===== src/rtl/time_ascii_encoder_pkg.sv =====
// Shared constants and FSM encoding for the time-of-day ASCII message encoder.
package time_ascii_encoder_pkg;

    localparam logic [7:0] ASCII_ZERO  = 8'h30;
    localparam logic [7:0] ASCII_COLON = 8'h3A;
    localparam logic [7:0] ASCII_CR    = 8'h0D;
    localparam logic [7:0] ASCII_LF    = 8'h0A;

    localparam logic [3:0] LAST_IDX_CRLF   = 4'd12;
    localparam logic [3:0] LAST_IDX_NOCRLF = 4'd10;

    typedef enum logic [1:0] {
        StIdle,
        StStart,
        StWaitAck,
        StWaitDone
    } state_e;

endpackage


===== src/rtl/bin2ascii2.sv =====
// Saturating 7-bit binary to two ASCII decimal digits, tens first; purely combinational.
module bin2ascii2
    import time_ascii_encoder_pkg::*;
(
    input  logic [6:0] i_bin,
    output logic [7:0] o_tens,
    output logic [7:0] o_ones
);

    logic [6:0] w_sat;
    logic [6:0] w_tens;
    logic [6:0] w_ones;

    always_comb begin
        w_sat  = (i_bin > 7'd99) ? 7'd99 : i_bin;
        w_tens = w_sat / 7'd10;
        w_ones = w_sat % 7'd10;
        o_tens = ASCII_ZERO + {1'b0, w_tens};
        o_ones = ASCII_ZERO + {1'b0, w_ones};
    end

endmodule


===== src/rtl/time_ascii_encoder.sv =====
// Sends a snapshot of HH:MM:SS:CC (optionally CR LF) one byte at a time to a UART transmitter.
module time_ascii_encoder
    import time_ascii_encoder_pkg::*;
#(
    parameter bit         SEND_CRLF = 1'b1,
    parameter logic [7:0] SEP_CHAR  = 8'h3A
) (
    input  logic       clk,
    input  logic       rst,
    input  logic       send_req,
    input  logic [6:0] t_hour,
    input  logic [6:0] t_min,
    input  logic [6:0] t_sec,
    input  logic [6:0] t_cent,
    input  logic       tx_busy,
    output logic       tx_start,
    output logic [7:0] tx_data,
    output logic       enc_busy
);

    localparam logic [3:0] LAST_IDX = SEND_CRLF ? LAST_IDX_CRLF : LAST_IDX_NOCRLF;

    state_e     r_state;
    logic [3:0] r_idx;
    logic [6:0] r_hour;
    logic [6:0] r_min;
    logic [6:0] r_sec;
    logic [6:0] r_cent;
    logic       r_tx_start;
    logic [7:0] r_tx_data;
    logic       r_enc_busy;

    logic [7:0] w_hour_t, w_hour_o, w_min_t, w_min_o;
    logic [7:0] w_sec_t, w_sec_o, w_cent_t, w_cent_o;
    logic [7:0] w_byte;

    bin2ascii2 u_hour (.i_bin(r_hour), .o_tens(w_hour_t), .o_ones(w_hour_o));
    bin2ascii2 u_min  (.i_bin(r_min),  .o_tens(w_min_t),  .o_ones(w_min_o));
    bin2ascii2 u_sec  (.i_bin(r_sec),  .o_tens(w_sec_t),  .o_ones(w_sec_o));
    bin2ascii2 u_cent (.i_bin(r_cent), .o_tens(w_cent_t), .o_ones(w_cent_o));

    always_comb begin
        w_byte = 8'h00;
        case (r_idx)
            4'd0:                w_byte = w_hour_t;
            4'd1:                w_byte = w_hour_o;
            4'd3:                w_byte = w_min_t;
            4'd4:                w_byte = w_min_o;
            4'd6:                w_byte = w_sec_t;
            4'd7:                w_byte = w_sec_o;
            4'd9:                w_byte = w_cent_t;
            4'd10:               w_byte = w_cent_o;
            4'd2, 4'd5, 4'd8:    w_byte = SEP_CHAR;
            4'd11:               w_byte = ASCII_CR;
            4'd12:               w_byte = ASCII_LF;
            default:             w_byte = 8'h00;
        endcase
    end

    always_ff @(posedge clk or posedge rst) begin
        if (rst) begin
            r_state    <= StIdle;
            r_idx      <= 4'd0;
            r_hour     <= 7'd0;
            r_min      <= 7'd0;
            r_sec      <= 7'd0;
            r_cent     <= 7'd0;
            r_tx_start <= 1'b0;
            r_tx_data  <= 8'h00;
            r_enc_busy <= 1'b0;
        end else begin
            r_tx_start <= 1'b0;
            case (r_state)
                StIdle: begin
                    if (send_req) begin
                        r_hour     <= t_hour;
                        r_min      <= t_min;
                        r_sec      <= t_sec;
                        r_cent     <= t_cent;
                        r_idx      <= 4'd0;
                        r_enc_busy <= 1'b1;
                        r_state    <= StStart;
                    end
                end
                StStart: begin
                    if (!tx_busy) begin
                        r_tx_start <= 1'b1;
                        r_tx_data  <= w_byte;
                        r_state    <= StWaitAck;
                    end
                end
                StWaitAck: begin
                    if (tx_busy) r_state <= StWaitDone;
                end
                StWaitDone: begin
                    if (!tx_busy) begin
                        if (r_idx == LAST_IDX) begin
                            r_enc_busy <= 1'b0;
                            r_state    <= StIdle;
                        end else begin
                            r_idx   <= r_idx + 4'd1;
                            r_state <= StStart;
                        end
                    end
                end
                default: r_state <= StIdle;
            endcase
        end
    end

    assign tx_start = r_tx_start;
    assign tx_data  = r_tx_data;
    assign enc_busy = r_enc_busy;

endmodule


===== config.mk =====
export PLATFORM = sky130hd
export DESIGN_NAME = time_ascii_encoder
export DESIGN_NICKNAME = d
export VERILOG_FILES = /design/src/rtl/time_ascii_encoder_pkg.sv /design/src/rtl/bin2ascii2.sv /design/src/rtl/time_ascii_encoder.sv
export SDC_FILE = /design/constraint.sdc
export NUM_CORES = 1
export LEC_CHECK = 0
export CORE_MARGIN = 10
export CORE_UTILIZATION = 45
export DETAILED_ROUTE_END_ITERATION = 8
export PLACE_DENSITY = 0.76
export SLEW_MARGIN = 0
export SYNTH_ARGS = -nofsm -noshare
export SYNTH_HDL_FRONTEND = slang
export SYNTH_SLANG_ARGS = --single-unit

===== constraint.sdc =====
create_clock -name clk -period 6.8 [get_ports clk]
set_input_delay 1.02 -clock clk [delete_from_list [all_inputs] [get_ports clk]]
set_output_delay 1.02 -clock clk [all_outputs]
set_load 0.01 [all_outputs]

## Yosys cells after proc, flatten, opt, wreduce, memory -nomap -nowiden

Cells that the tools add are included.

| cells by class | value |
|---|---|
| $add $sub $neg | 9 |
| divide/modulo/power cells | 8 |
| $lt $le $gt $ge | 4 |
| equal/unequal tests | 21 |
| mux-type cells | 21 |
| bitwise gates (word level) | 1 |
| reductions and logical operators | 9 |

Operators with widths:

| kind | count |
|---|---|
| 8-bit one-hot mux with 11 select lines | 1 |
| 6-bit by 7-bit adder with 8-bit output (first input constant) | 8 |
| 7-bit by 4-bit divider with 7-bit output (second input constant) | 4 |
| 7-bit > comparator (second input constant) | 4 |
| 7-bit by 4-bit modulo with 7-bit output (second input constant) | 4 |
| 7-bit 2-to-1 mux | 4 |
| 4-bit == test (second input constant) | 5 |
| 4-bit by 3-bit == test with 1-bit output (second input constant) | 4 |
| 4-bit 2-to-1 mux | 3 |
| 2-bit != test (second input constant) | 6 |
| 4-bit AND reduction | 3 |
| 4-bit by 2-bit == test with 1-bit output (second input constant) | 2 |
| 2-bit 2-to-1 mux | 4 |
| 2-bit one-hot mux with 4 select lines | 1 |
| 4-bit one-hot mux with 2 select lines | 1 |
| 1-bit 2-to-1 mux | 6 |
| 4-bit by 1-bit adder with 4-bit output (second input constant) | 1 |
| 2-bit == test (second input constant) | 2 |
| 4-bit by 1-bit == test with 1-bit output (second input constant) | 1 |
| 4-bit zero test | 1 |
| 2-bit AND reduction | 2 |
| 3-bit OR reduction | 1 |
| 2-bit by 1-bit == test with 1-bit output (second input constant) | 1 |
| 2-bit zero test | 1 |
| other kinds (3) | 3 |

| storage, ports and cells | value |
|---|---|
| register bits after elaboration | 44 |
| input bits | 32 |
| output and inout bits | 10 |
| logic and storage cells | 82 |

## Longest topological paths before layout

Gate-level depths: netlist of the first run.

| depth | value |
|---|---|
| word-level depth | 5 |
| depth in mapped cells | 26 |
| gate-level depth less buffers | 22 |

## Cells and area by module

From an unflattened synthesis of the first run, not the netlist that was laid out.

| second synthesis, totals | value |
|---|---|
| cell total of the unflattened synthesis | 730 |
| area, all modules | 5990.7 um^2 |

By module, submodules not included:

| module | times used | cells an instance | area an instance (um^2) | sequential area each (um^2) |
|---|---|---|---|---|
| bin2ascii2 at u_cent ... | 3 | 120 | 875.8 | 0.0 |
| time_ascii_encoder | 1 | 232 | 2498.6 | 1101.1 |
| bin2ascii2 at u_sec | 1 | 138 | 864.6 | 0.0 |

## Worst setup path before layout of the first run

No wires, ideal clock.

| timing path | value |
|---|---|
| path type | reg2reg |
| start | register r_hour[5] |
| end | register r_tx_data[6] (netlist: tx_data[6]) |
| setup time | 0.069 ns |
| data arrival time | 4.782 ns |
| required time | 6.731 ns |
| path slack | 1.949 ns |
| cell stages (with the launch flop) | 24 |
| path buffers | 4 |
| period minus slack after synthesis | 4.851 ns |
| cell sequence | dfrtp_1 clkbuf_1 inv_1 ha_1 buf_2 o21a_1 o21ai_0 ha_1 nor2b_1 o311ai_0 o221ai_1 clkbuf_1 nand2_1 a31o_2 ha_1 nor3_1 o21ai_0 and4_1 clkbuf_1 nor2_1 a22oi_1 nand3_4 or4_1 nand3_1 |

| on the way | value |
|---|---|
| word-level cells in the longest chain between the ends | 5 |
| elaborated cells between the ends (all ways) | 7 |
| those cells by class | add/sub: 2; div: 2; order compare: 1; mux: 2 |

Ends and longest elaborated chain:

| item | line | source |
|---|---|---|
| start: declaration | time_ascii_encoder.sv:25 | `logic [6:0] r_hour;` |
| start signal: assignment | time_ascii_encoder.sv:76 | `r_hour <= t_hour;` |
| 7-bit > comparator | bin2ascii2.sv:15 | `w_sat = (i_bin > 7'd99) ? 7'd99 : i_bin;` |
| 7-bit 2-to-1 mux * | bin2ascii2.sv:15 |  |
| 7-bit by 4-bit modulo with 7-bit output or 7-bit by 4-bit divider with 7-bit output (tied branches) | bin2ascii2.sv:17, bin2ascii2.sv:16 |  |
| 6-bit by 7-bit adder with 8-bit output (on tied branches) | bin2ascii2.sv:19, bin2ascii2.sv:18 |  |
| 8-bit one-hot mux with 11 select lines * | time_ascii_encoder.sv:44 | `case (r_idx)` |
| end signal: assignment | time_ascii_encoder.sv:88 | `r_tx_data <= w_byte;` |
| end: declaration | time_ascii_encoder.sv:30 | `logic [7:0] r_tx_data;` |

Mark *: on every way between the ends. The rest lies on a longest branch, timed or not.
A chain may end at the register's enable or synchronous reset.

## Final worst setup path of the first run

| timing path | value |
|---|---|
| start | register r_hour[6] |
| end | register r_tx_data[6] (netlist: tx_data[6]) |

Same word-level chain as after synthesis.

==> results of run 1 <==
## registers in the layout, summed over array words and instances, names as in the netlist
register / cells
r_idx: 4
r_cent: 7
r_state: 2
enc_busy: 1
tx_start: 1
r_sec: 7
r_hour: 7
r_min: 7
tx_data: 8
## worst max-delay path, cell delays in order (launching register included)
cell	delay, ns
dfrtp_1	0.61
nand2_1	0.24
and2_1	0.24
ha_1	0.29
o21a_1	0.24
o21ai_0	0.38
ha_1	0.35
nor2b_1	0.14
o311ai_0	0.33
o221ai_1	0.53
nor3_1	0.45
nor2_1	0.07
a31o_2	0.24
ha_1	0.23
nor3_1	0.25
o21ai_0	0.10
and4_1	0.26
nor2_1	0.19
a22o_1	0.17
nor3_1	0.06
or4_1	0.41
nand3_1	0.09
## per-layer routing
layer / global-route usage (%) / wire length, µm / vias to the layer above
li1: - / - / 2544
met1: 21.1 / 6050 / 2435
met2: 28.0 / 6660 / 163
met3: 3.39 / 802 / 17
met4: 3.62 / 167 / 0
met5: 0 / 0 / -
## through the flow
| stage | worst slack (ns) | util (%) |
|---|---|---|
| 6_report | 0.861 | 51.0 |
| 5_1_grt | 0.323 | 51.0 |
| 4_1_cts | 0.987 | 51.0 |
| 3_5_place_dp | 1.05 | 49.4 |
| 3_3_place_gp | 1.34 | 49.4 |
| 2_1_floorplan | 1.95 | - |
## logic make-up after synthesis
group                      share of synthesized area, %
and+or+nand+nor                                    27.3
AOI/OAI and AO/OA                                  28.6
buffers and inverters                              5.75
DFF                                                21.2
muxes                                              9.15
adders and majority gates                          6.16
xor gates and xnor gates                           1.85
## area by class of cell
cell class                      instances  share of cell area [%]
Inverter                               33                    2.14
Clock buffer                            7                    2.63
Multi-Input combinational cell        568                    65.5
Clock inverter                          1                   0.518
Sequential cell                        44                    19.0
Timing Repair Buffer                   42                    7.20
Tap cell                              143                    3.08
## placed cells by master, fill, tap and decap left out, types with 7 or more instances in the layout
| cell | count |
|---|---|
| nand3_1 | 13 |
| a21o_1 | 7 |
| o21ai_0 | 49 |
| mux2i_1 | 10 |
| xnor2_1 | 7 |
| o211ai_1 | 8 |
| ha_1 | 24 |
| mux2_2 | 32 |
| nor2_1 | 61 |
| inv_1 | 30 |
| and2_1 | 9 |
| a31oi_1 | 14 |
| o22ai_1 | 9 |
| nor2b_1 | 15 |
| nand2_1 | 65 |
| a21boi_0 | 7 |
| nor3_1 | 28 |
| o21a_1 | 7 |
| and3_1 | 7 |
| or2_2 | 9 |
| a211oi_1 | 10 |
| clkdlybuf4s50_1 | 41 |
| dfrtp_1 | 44 |
| nand2b_1 | 18 |
| a21oi_1 | 41 |
## worst min-delay path by stage
stage / start / cells past startpoint / end / slack [ns]
6_report: tx_data[7]$_DFFE_PP0P_ / 2 / tx_data[7]$_DFFE_PP0P_ / 0.49
4_1_cts: tx_data[7]$_DFFE_PP0P_ / 2 / tx_data[7]$_DFFE_PP0P_ / 0.50
2_1_floorplan: r_sec[0]$_DFFE_PP0P_ / 1 / r_sec[0]$_DFFE_PP0P_ / 0.50
3_3_place_gp: tx_data[5]$_DFFE_PP0P_ / 2 / tx_data[5]$_DFFE_PP0P_ / 0.49
3_5_place_dp: tx_data[7]$_DFFE_PP0P_ / 2 / tx_data[7]$_DFFE_PP0P_ / 0.49
5_1_grt: tx_data[7]$_DFFE_PP0P_ / 2 / tx_data[7]$_DFFE_PP0P_ / 0.55
==> qor.yml, run 1 <==
timing:
  finalHoldWorstSlack_ns: 0.491
  slew_viol_final: 0
  maxSlewHeadroom_pct: 33.3
  post-route-min-period_ns: 5.94
  clock_skew_ns: 0.00465
  rsz0062_at_grt: "no"
  setup_violations: 0
  hold_viol: 0
  setup_tns_ns: 0
  clock.fmax_mhz: 168
  tightest_slew_ns: 1.00
  min_period_over_period_pct: 87.3
finish:
  syn_to_final_growth_pct: 11.6
  final_cell_area_um2: 5800
  fin_cells: 838
  antenna_cells: 0
  fillers: 1079
  nNetsFinal: 750
  layout-drive-gt1-share_pct: 10.1
  multi_input_area_um2: 3800
  seq_area_um2: 1100
synthesis:
  avgSynthCellArea_um2: 7.60
  async_reset_ff_share_pct: 100
  synth_nets: 740
  post-synth-top-count-cell: "nand2_1"
  synth_top_area_share_pct: 21.2
  ys_seq_area_share_pct: 21.2
  ys_ff_latch: 44
  yosys_warnings: 0
  syn-instance-count: 684
  synth_common_cells: "nand2_1, nor2_1, o21ai_0"
  synth_area_um2: 5200
  synth_ff_type: "dfrtp_1"
  synthTopCellsByArea: "dfrtp_1, mux2_2, ha_1"
  synth_edf_count: 0
  synth_top_cell_by_area: "dfrtp_1"
  synth_cell_type_count: 82
floorplan:
  die_w_um: 127
  fp.coreArea_um2: 11400
  rows: 39
  io_pins: 42
  die_area_um2: 16200
  start_util_pct: 45.7
  fp.dieH_um: 127
clocking:
  htree_levels: 2
  cts_sinks: 44
  cts.hold.buffers_added: 0
  clockBufferDepth: 2
  ctsResizeCount: 0
  cts_setup_buffers: 0
  cts-buffers-inserted: 5
  clk_latency_ns: 0.31
  cts-root-buf: "clkbuf_16"
  clkTransAtPathRegs_ns: 0.07
  cts_tree: "built"
global_routing:
  grt_pass1_wl_mm: 22.8
  grt_max_degree: 45
  globalRouteOverflowTotal: 0
  grt_usage_pct: 16.5
  grt_pass1_vias: 4670
  antenna_found_initial: 0
route:
  antenna_left: 0
  viasPerCell: 6.16
  drc: 0
  num_vias: 5159
  wl_per_cell_um: 16.3
  drt_wl_total_mm: 13.7
  drtPass1Iterations: 5
  drt_iter0_markers: 424
worst_hold_path:
  hp-class: "reg2reg"
critical_path:
  reg2reg_setup_slack_ns: 0.86
  r2r_start: "r_hour[6]$_DFFE_PP0P_"
  worstSetupEndpoint: "tx_data[6]$_DFFE_PP0P_"
  critPathRequiredTime_ns: 7.04
  cp-end-kind: "register"
  worst-r2r-cell-count: 21
  critPathArrivalTime_ns: 6.18
  r2r_end: "tx_data[6]$_DFFE_PP0P_"
  critPathLaunchType: "register"
  worst-setup-path-type: "reg2reg"
  startpoint: "r_hour[6]$_DFFE_PP0P_"
  cp_max_fo: 16
placed_design:
  place.gp.congestion: 0.992
  dp_hpwl_mm: 10.4
  placed_cells: 830
  place_area_um2: 5620
  port_buffers: 41
flow_run:
  cap_violations: 0
outcome:
  status: "finished, final reports clean"
Power of run 1 is not shown: default switching activity piles up to over one toggle a cycle in this logic, so the estimate is an artifact.
==> run 2: changes to the inputs <==
--- a/config.mk
+++ b/config.mk
@@ -5,6 +5,7 @@
 export SDC_FILE = /design/constraint.sdc
 export NUM_CORES = 1
 export LEC_CHECK = 0
+export ABC_CLOCK_PERIOD_IN_PS = 5700
 export CORE_MARGIN = 10
 export CORE_UTILIZATION = 45
 export DETAILED_ROUTE_END_ITERATION = 8
==> constraint.sdc (replaced) <==
create_clock -name clk -period 5.7 [get_ports clk]
set_input_delay 0.855 -clock clk [delete_from_list [all_inputs] [get_ports clk]]
set_output_delay 0.855 -clock clk [all_outputs]
set_load 0.01 [all_outputs]
==> run 2 against run 1 <==
Effect of this change:
- hold slack better by 0.019 ns
- maximum frequency up 13%
- non-clock buffer count up 5
==> qor.yml, run 2 (synthesis gave the netlist of run 1 again) <==
outcome:
  status: "finished, final reports clean"
route:
  drt_iter0_markers: 550  # +30%
  drtPass1Iterations: 5  # unchanged
  wl_per_cell_um: 17.1  # +4.9%
  num_vias: 5304  # +2.8%
  viasPerCell: 6.29  # +2.2%
  antenna_left: 0  # unchanged
  drc: 0  # unchanged
  drt_wl_total_mm: 14.4  # +5.5%
clocking:
  cts_tree: "built"
  cts_sinks: 44  # unchanged
  clk_latency_ns: 0.30  # about the same
  cts_setup_buffers: 0  # unchanged
  clockBufferDepth: 2  # unchanged
  cts-buffers-inserted: 5  # unchanged
  clkTransAtPathRegs_ns: 0.07  # about the same
  htree_levels: 2  # unchanged
  cts-root-buf: "clkbuf_16"
  cts.hold.buffers_added: 0  # unchanged
floorplan:
  fp.coreArea_um2: 11400  # unchanged
  io_pins: 42  # unchanged
  die_w_um: 127  # unchanged
  start_util_pct: 45.7  # unchanged
  fp.dieH_um: 127  # unchanged
  die_area_um2: 16200  # unchanged
  rows: 39  # unchanged
finish:
  layout_commonest_cell: "nand2_1"
  nNetsFinal: 755  # +0.67%
  largest_register_ffs: 8  # unchanged
  antenna_cells: 0  # unchanged
  fin_cells: 843  # +0.60%
  most-common-layout-cells: "nand2_1, nor2_1, o21ai_0, clkdlybuf4s50_1, a21oi_1"
  syn_to_final_growth_pct: 11.9
  final_cell_area_um2: 5820  # +0.24%
  layout-drive-gt1-share_pct: 11.7  # +1.6 points
global_routing:
  antenna_found_initial: 0  # unchanged
  grt_max_degree: 45  # unchanged
  globalRouteOverflowTotal: 0  # unchanged
  grt_pass1_vias: 4940  # +5.8%
  grt_pass1_wl_mm: 24.2  # +5.8%
  grt_usage_pct: 17.3  # +0.81 points
timing:
  maxSlewHeadroom_pct: 34.1  # +0.79 points
  clock.fmax_mhz: 190  # +13%
  setup_violations: 0  # unchanged
  setup_tns_ns: 0  # unchanged
  tightest_slew_ns: 0.988  # -0.0119 ns
  rsz0062_at_grt: "no"
  hold_viol: 0  # unchanged
  slew_viol_final: 0  # unchanged
  clock_skew_ns: 0.00792  # +0.00327 ns
  min_period_over_period_pct: 92.2  # +4.9 points
  post-route-min-period_ns: 5.26  # -0.683 ns
placed_design:
  place_area_um2: 5660  # +0.67%
  place.gp.congestion: 0.997  # +0.47%
  dp_hpwl_mm: 10.7  # +3.2%
  port_buffers: 41  # unchanged
  placed_cells: 835  # +0.60%
critical_path:
  cp_max_fo: 14  # -2
  critPathLaunchType: "register"
  cp-end-kind: "register"
  critPathArrivalTime_ns: 5.50  # -0.68 ns
  worst-r2r-cell-count: 19  # -9.5%
  critPathRequiredTime_ns: 5.94  # -1.10 ns
  worst-setup-path-type: "reg2reg"
flow_run:
  cap_violations: 0  # unchanged
worst_hold_path:
  hp-class: "reg2reg"
  whs_path_depth: 1  # -1
[run 2: changes by cell type in the layout (fill, tap and decap cells not counted), sizes merged]
cell	delta
bufinv	-1
clkbuf	-2
buf	+5
clkinv	+3
[run 2: path summary, 6_finish.rpt]
kind / start / endpoint / slack (ns)
worst max-delay path: r_sec[6]$_DFFE_PP0P_ / tx_data[6]$_DFFE_PP0P_ / 0.44
worst min-delay path: tx_data[1]$_DFFE_PP0P_ / tx_data[1]$_DFFE_PP0P_ / 0.51
worst max register to register: r_sec[6]$_DFFE_PP0P_ / tx_data[6]$_DFFE_PP0P_ / 0.44
worst min register to register: tx_data[1]$_DFFE_PP0P_ / tx_data[1]$_DFFE_PP0P_ / 0.51
max in group asynchronous: rst / r_hour[5]$_DFFE_PP0P_ / 3.92
min in group asynchronous: rst / tx_data[1]$_DFFE_PP0P_ / 1.10
[run 2: layout make-up]
cell class	instances	area, µm²
Multi-Input combinational cell	568	3810
Inverter	33	124
Tap cell	143	179
Clock inverter	3	18.8
Sequential cell	44	1110
Timing Repair Buffer	47	455
Fill cell	1077	5550
Clock buffer	5	125
[run 2: metrics by stage]
step           hold WS, ns  utilization [%]  worst slack, ns
6_report             0.510             51.2            0.444
5_1_grt              0.547             51.2           0.0235
4_1_cts              0.518             51.0            0.364
3_5_place_dp         0.500             49.8            0.390
3_3_place_gp         0.502             49.8            0.482
2_1_floorplan        0.504                -            0.849
[run 2: what timing repair did]
item / 4_1_cts / 5_1_grt
endpoints found under the setup margin: 0 / 6
endpoints found under the hold margin: 0 / 0
gates resized for setup: 0 / 8
[run 2: metal layers]
metal  up-vias  global-route usage, %  wire length (µm)
met5         -                      0                 0
met4         0                   4.55               229
met3        21                   3.31               819
met2       194                   28.9              7010
met1      2532                   22.4              6370
li1       2557                      -                 -
[run 2: worst max-delay path: stages, from the launching register on]
cell and delay, ns:
dfrtp_2 0.49, nand2_1 0.15, and2_1 0.19, ha_1 0.27, and4b_4 0.24, nor3_1 0.34
inv_2 0.09, ha_1 0.32, o21ai_0 0.13, and3_4 0.21, o311ai_4 0.42, xor2_1 0.31
ha_1 0.26, nor2_1 0.06, mux2_4 0.28, or3b_1 0.53, o311ai_2 0.13, nand3_2 0.15
or4_1 0.52, nand3_1 0.09
Power of run 2 is left out for the same reason.
==> run 3: changes to the inputs <==
--- a/config.mk
+++ b/config.mk
@@ -6,6 +6,7 @@
 export NUM_CORES = 1
 export LEC_CHECK = 0
 export ABC_CLOCK_PERIOD_IN_PS = 5700
+export CAP_MARGIN = 10
 export CORE_MARGIN = 10
 export CORE_UTILIZATION = 45
 export DETAILED_ROUTE_END_ITERATION = 8
==> results of run 3 <==
Final layout, timing and power as in run 2 (identical DEF).
Power of run 3 is left out for the same reason.
==> patch 1: new RTL, config.mk and constraints of run 2 <==
Encoding of `state_e`: now one-hot (4 bits for 4 states).
--- a/src/rtl/time_ascii_encoder_pkg.sv
+++ b/src/rtl/time_ascii_encoder_pkg.sv
@@ -11,7 +11,7 @@
 
-    typedef enum logic [1:0] {
-        StIdle,
-        StStart,
-        StWaitAck,
-        StWaitDone
+    typedef enum logic [3:0] {
+        StIdle     = 4'b0001,
+        StStart    = 4'b0010,
+        StWaitAck  = 4'b0100,
+        StWaitDone = 4'b1000
     } state_e;
Check against the original RTL: no difference found for any inputs over 10 cycles, from zero or initial values and one cycle with rst high; not proved beyond that.
==> patch 1 against run 2 <==
  * Sequential cell count rose by 2
  * Core utilization grew 0.11 points
  * Die area up 4.9%
  * Area after synthesis grew 5.8%
  * Non-clock buffer count rose by 6
  * Setup slack worse by 68 ps
  * Wire length increased by 7.7%
  * Final area increased by 5.9%
  * Largest cell class unchanged
Power is left out: the tool's default activity adds up to more than one toggle a clock period on the data nets, which glitch-free logic cannot reach.
==> patch 1: results (changes against run 2) <==
The half-perimeter wire length after placement was 11.8 mm (+10%); the register bit count reported by yosys was 46 (+4.5%). The non-clock buffering overhead in the final layout came out at 8.13% (+0.30 points). The routability-driven placement congestion ratio was 0.934 (-6.3%); the number of filler cells placed in the layout was 1159 (+7.6%).

Sorting the synthesized cells by area gives the leading types as sky130_fd_sc_hd__dfrtp_1 20%, sky130_fd_sc_hd__mux2_2 6.1%, sky130_fd_sc_hd__nand2_1 4.6%. For the placed instance count, the log shows 866 (+3.7%). The multi-input gate share of total cell area works out to 65.8% (+0.33 points).

The slowest stage of the critical path is the sky130_fd_sc_hd__dfrtp_1 cell. The met2 track demand over resource was 29.2% (+0.28 points); the fraction of the mapped netlist area in compound gates was 31.2% (+2.7 points). Area taken by flip-flops and latches: 0.00115 mm² (+4.3%).

The slew at the pin closest to its max-slew limit came out at 1010 ps (+25.7 ps). The clock-cell share of area was 2.34% (-0.14 points); the length of routed met2 wiring was 7.27 mm (+3.7%). The tools report the net count of the mapped netlist as 760 (+2.7%). The number of non-clock buffers in the layout is 53 (+13%), and the post-synthesis cell count is 708 (+3.5%). The growth of design area from synthesis to finish came out at 11.9% (about the same).

The run gives 5 (unchanged) as the total of clock buffers placed in the layout. The worst-case clock skew is 3.70 ps (-4.22 ps), and the share of layout cells above drive strength 1 is 12.6% (+0.91 points). The diode insertion count for antenna repair came out at 0 (unchanged). Largest net degree at the start of global routing: 47 (+4.4%). The tools report the pre-CTS worst setup slack as 110 ps (-280 ps). The final layout net count was 780 (+3.3%). Among cell families on the critical path, the largest total delay comes from compound AO/OA/AOI/OAI gates. The largest fanout on the critical path is 12 (-2). The number of unique standard cell types used by synthesis came out at 97 (+18%).

The run gives 0 (unchanged) as the number of gates resized after cts. The via count of the first global-routing pass is 5178 (+4.8%). The wire length of the first global-routing pass is 25.5 mm (+5.5%), and the length of routed wiring on met1 is 6.96 mm (+9.2%).

The average via count per standard cell is 6.41 (+1.9%). The routing usage on met3 is 3.71% (+0.40 points). The met3 wire length was 1.01 mm (+23%). The multiplexer share of the synthesized area works out to 8.58% (-0.57 points). The xor-xnor portion of the synthesized cell area is 2.07% (+0.22 points), and the wire length per cell after detailed routing is 17.7 µm (+3.6%).

The share of the yosys chip area belonging to registers was 21.0% (-0.23 points). The run finished with clean final reports. The logs give 876 (+3.9%) for the number of non-filler instances in the completed layout and 589 (+3.7%) for the number of combinational gates with multiple inputs.

The number of design-rule violations left by the first detailed-router iteration came out at 439 (-20%). CTS placed an instance of sky130_fd_sc_hd__clkbuf_16 at the clock tree root.
[patch 1: cell count changes in the layout (fill, tap and decap cells not counted), sizes merged, moves of 5 or more]
cell | run 2 | this run
a21oi | 41 | 36
buf | 6 | 12
nand3 | 15 | 31
nand4b | 1 | 6
nor3 | 28 | 23
o211ai | 8 | 13
o31ai | 4 | 12
[patch 1: final timing paths]
path | start | endpoint | slack, ps | depth (start not counted)
hold / removal | tx_data[7]$_DFFE_PP0P_ | tx_data[7]$_DFFE_PP0P_ | 500 | 2
hold reg to reg | tx_data[7]$_DFFE_PP0P_ | tx_data[7]$_DFFE_PP0P_ | 500 | 2
min in group asynchronous | rst | tx_start$_DFF_PP0_ | 1110 | 2
max in group asynchronous | rst | r_hour[6]$_DFFE_PP0P_ | 3900 | 2
setup / recovery | r_min[4]$_DFFE_PP0P_ | tx_data[6]$_DFFE_PP0P_ | 380 | 19
setup reg to reg | r_min[4]$_DFFE_PP0P_ | tx_data[6]$_DFFE_PP0P_ | 380 | 19
==> patch 2: new RTL, config.mk and constraints of run 2 <==
Without the edit above. Change the parameter `SEND_CRLF` from 1'b1 to 1'b0.
--- a/src/rtl/time_ascii_encoder.sv
+++ b/src/rtl/time_ascii_encoder.sv
@@ -4,3 +4,3 @@
 #(
-    parameter bit         SEND_CRLF = 1'b1,
+    parameter bit         SEND_CRLF = 1'b0,
     parameter logic [7:0] SEP_CHAR  = 8'h3A
Behaviour: same outputs for any inputs over 10 cycles, from zero or initial values and one cycle with rst high; that may be too few to reach the edited logic, so the function may still have changed.
==> patch 2 against run 2 <==
  * Non-clock buffer count is 2 higher
  * Final area is 1.4% lower
  * Wire length is 3.5% lower
  * Critical path depth is 1 lower
  * Setup slack worse by 13 ps
  * Sequential cell count stayed put
  * Critical endpoint is now tx_data[5]$_DFFE_PP0P_
  * Via count is 4.7% lower
  * Highest routed layer unchanged
  * Area after synthesis is 1.2% lower
Power is left out: the tool's default activity adds up to more than one toggle a clock period on the data nets, which glitch-free logic cannot reach.
==> patch 2: results (changes against run 2) <==
For the largest net degree at the start of global routing, the log shows 45 (unchanged). The diode insertion count for antenna repair is 0 (unchanged), and the worst-case clock skew is 4.58 ps (-3.34 ps). By area the synthesized netlist is led by sky130_fd_sc_hd__dfrtp_1 21%, sky130_fd_sc_hd__mux2_2 6.8%, sky130_fd_sc_hd__ha_1 5.8%. The share of layout cells above drive strength 1 came out at 12.0% (+0.24 points). The tools report the number of unique standard cell types used by synthesis as 97 (+18%). The half-perimeter wire length after placement was 10.5 mm (-2.7%); the clock-pin slew on the worst setup and hold paths was 70 ps (about the same).

The startpoint identified for the worst hold timing path is tx_data[4]$_DFFE_PP0P_. The total routing usage reported by global routing is 16.3% (-1.0 points). The most used flip-flop cell after synthesis was sky130_fd_sc_hd__dfrtp_1. For the clock latency on the worst-skew pair, the log shows 300 ps (about the same). The run finished with clean final reports. The tools report the net count of the mapped netlist as 707 (-4.5%). The area share of fa/ha/maj cells after synthesis was 6.24% (+0.077 points); the number of gates resized after cts was 0 (unchanged).

The start of the worst register-to-register path was r_hour[5]$_DFFE_PP0P_. The post-detailed-route count of antenna-violating nets is 0 (unchanged), and the xor-xnor portion of the synthesized cell area is 1.54% (-0.32 points). The number of flip-flops in the largest register is 8 (unchanged). The final layout net count is 724 (-4.1%), and the number of warnings printed during yosys synthesis is 0 (unchanged). The number of cells traversed by the worst register-to-register path works out to 18 (-1). The number of design-rule violations left by the first detailed-router iteration came out at 366 (-33%).

On the critical path the largest part of the delay comes from compound AO/OA/AOI/OAI gates. The routability-driven placement congestion ratio came out at 0.956 (-4.0%). The slowest library cell on the worst path was sky130_fd_sc_hd__dfrtp_1. The largest fanout on the critical path works out to 13 (-1). The cell at the root of the clock tree is sky130_fd_sc_hd__clkbuf_16. The tools report the end point of the most critical hold path as tx_data[4]$_DFFE_PP0P_. The share of the yosys chip area belonging to registers was 21.4% (+0.26 points); the total number of vias was 5053 (-4.7%). The tools report the via count of the first global-routing pass as 4720 (-4.5%). Across all register-to-register paths, the minimum setup slack is 430 ps.

The final wirelength was 13.9 mm (-3.5%); the wire length of the first global-routing pass was 22.9 mm (-5.3%). The slew at the pin closest to its max-slew limit is 975 ps (-13.4 ps), and the delay of the slowest cell on the worst path is 580 ps (+50 ps). In this run the critical register-to-register path is captured at tx_data[5]$_DFFE_PP0P_. The multiplexer share of the synthesized area was 8.36% (-0.79 points). By count the netlist is led by 55 x sky130_fd_sc_hd__nor2_1, 53 x sky130_fd_sc_hd__nand2_1, 44 x sky130_fd_sc_hd__a21oi_1, 44 x sky130_fd_sc_hd__dfrtp_1, 33 x sky130_fd_sc_hd__o21ai_0. The tools report the maximum clock insertion buffer count as 2 (unchanged). The cell count of the worst hold path came out at 1 (unchanged). The fraction of the mapped netlist area in compound gates works out to 30.9% (+2.3 points). Async set or reset register ratio after synthesis: 100% (unchanged).
[patch 2: per-stage QoR]
step / util [%] / hold WS (ps) / setup slack, ps / std cells / instance area, µm²
2_1_floorplan: - / 504 / 802 / 651 / 5130
3_3_place_gp: 50.8 / 463 / 551 / 801 / 5580
3_5_place_dp: 50.8 / 485 / 595 / 801 / 5580
4_1_cts: 52.2 / 500 / 567 / 809 / 5730
5_1_grt: 52.2 / 529 / 39.5 / 809 / 5730
6_report: 52.2 / 491 / 431 / 809 / 5730
[patch 2: final cells by class]
class	count	area [µm²]
clock buffer	7	143
tap	140	175
multi-input combinational	539	3730
fill	1020	5250
timing repair buffer	49	470
sequential	44	1100
clock inverter	1	7.51
inverter	29	109
[patch 2: how the worst max path moves through the flow]
stage | endpoint | from
final | tx_data[5]$_DFFE_PP0P_ | r_hour[5]$_DFFE_PP0P_
after global routing | tx_data[6]$_DFFE_PP0P_ | r_min[4]$_DFFE_PP0P_
after CTS | tx_data[7]$_DFFE_PP0P_ | r_hour[5]$_DFFE_PP0P_
after detailed placement | tx_data[7]$_DFFE_PP0P_ | r_hour[5]$_DFFE_PP0P_
after global placement | tx_data[6]$_DFFE_PP0P_ | r_min[4]$_DFFE_PP0P_
after floorplan | tx_data[7]$_DFFE_PP0P_ | r_min[6]$_DFFE_PP0P_
[patch 2: per-layer routing]
| layer | part of all wire [%] | wire, µm | vias to the layer above | track usage, % |
|---|---|---|---|---|
| li1 | - | - | 2473 | - |
| met1 | 45 | 6310 | 2412 | 21.4 |
| met2 | 49 | 6760 | 144 | 27.1 |
| met3 | 4.5 | 622 | 24 | 2.50 |
| met4 | 1.7 | 240 | 0 | 4.49 |
| met5 | 0 | 0 | - | 0 |
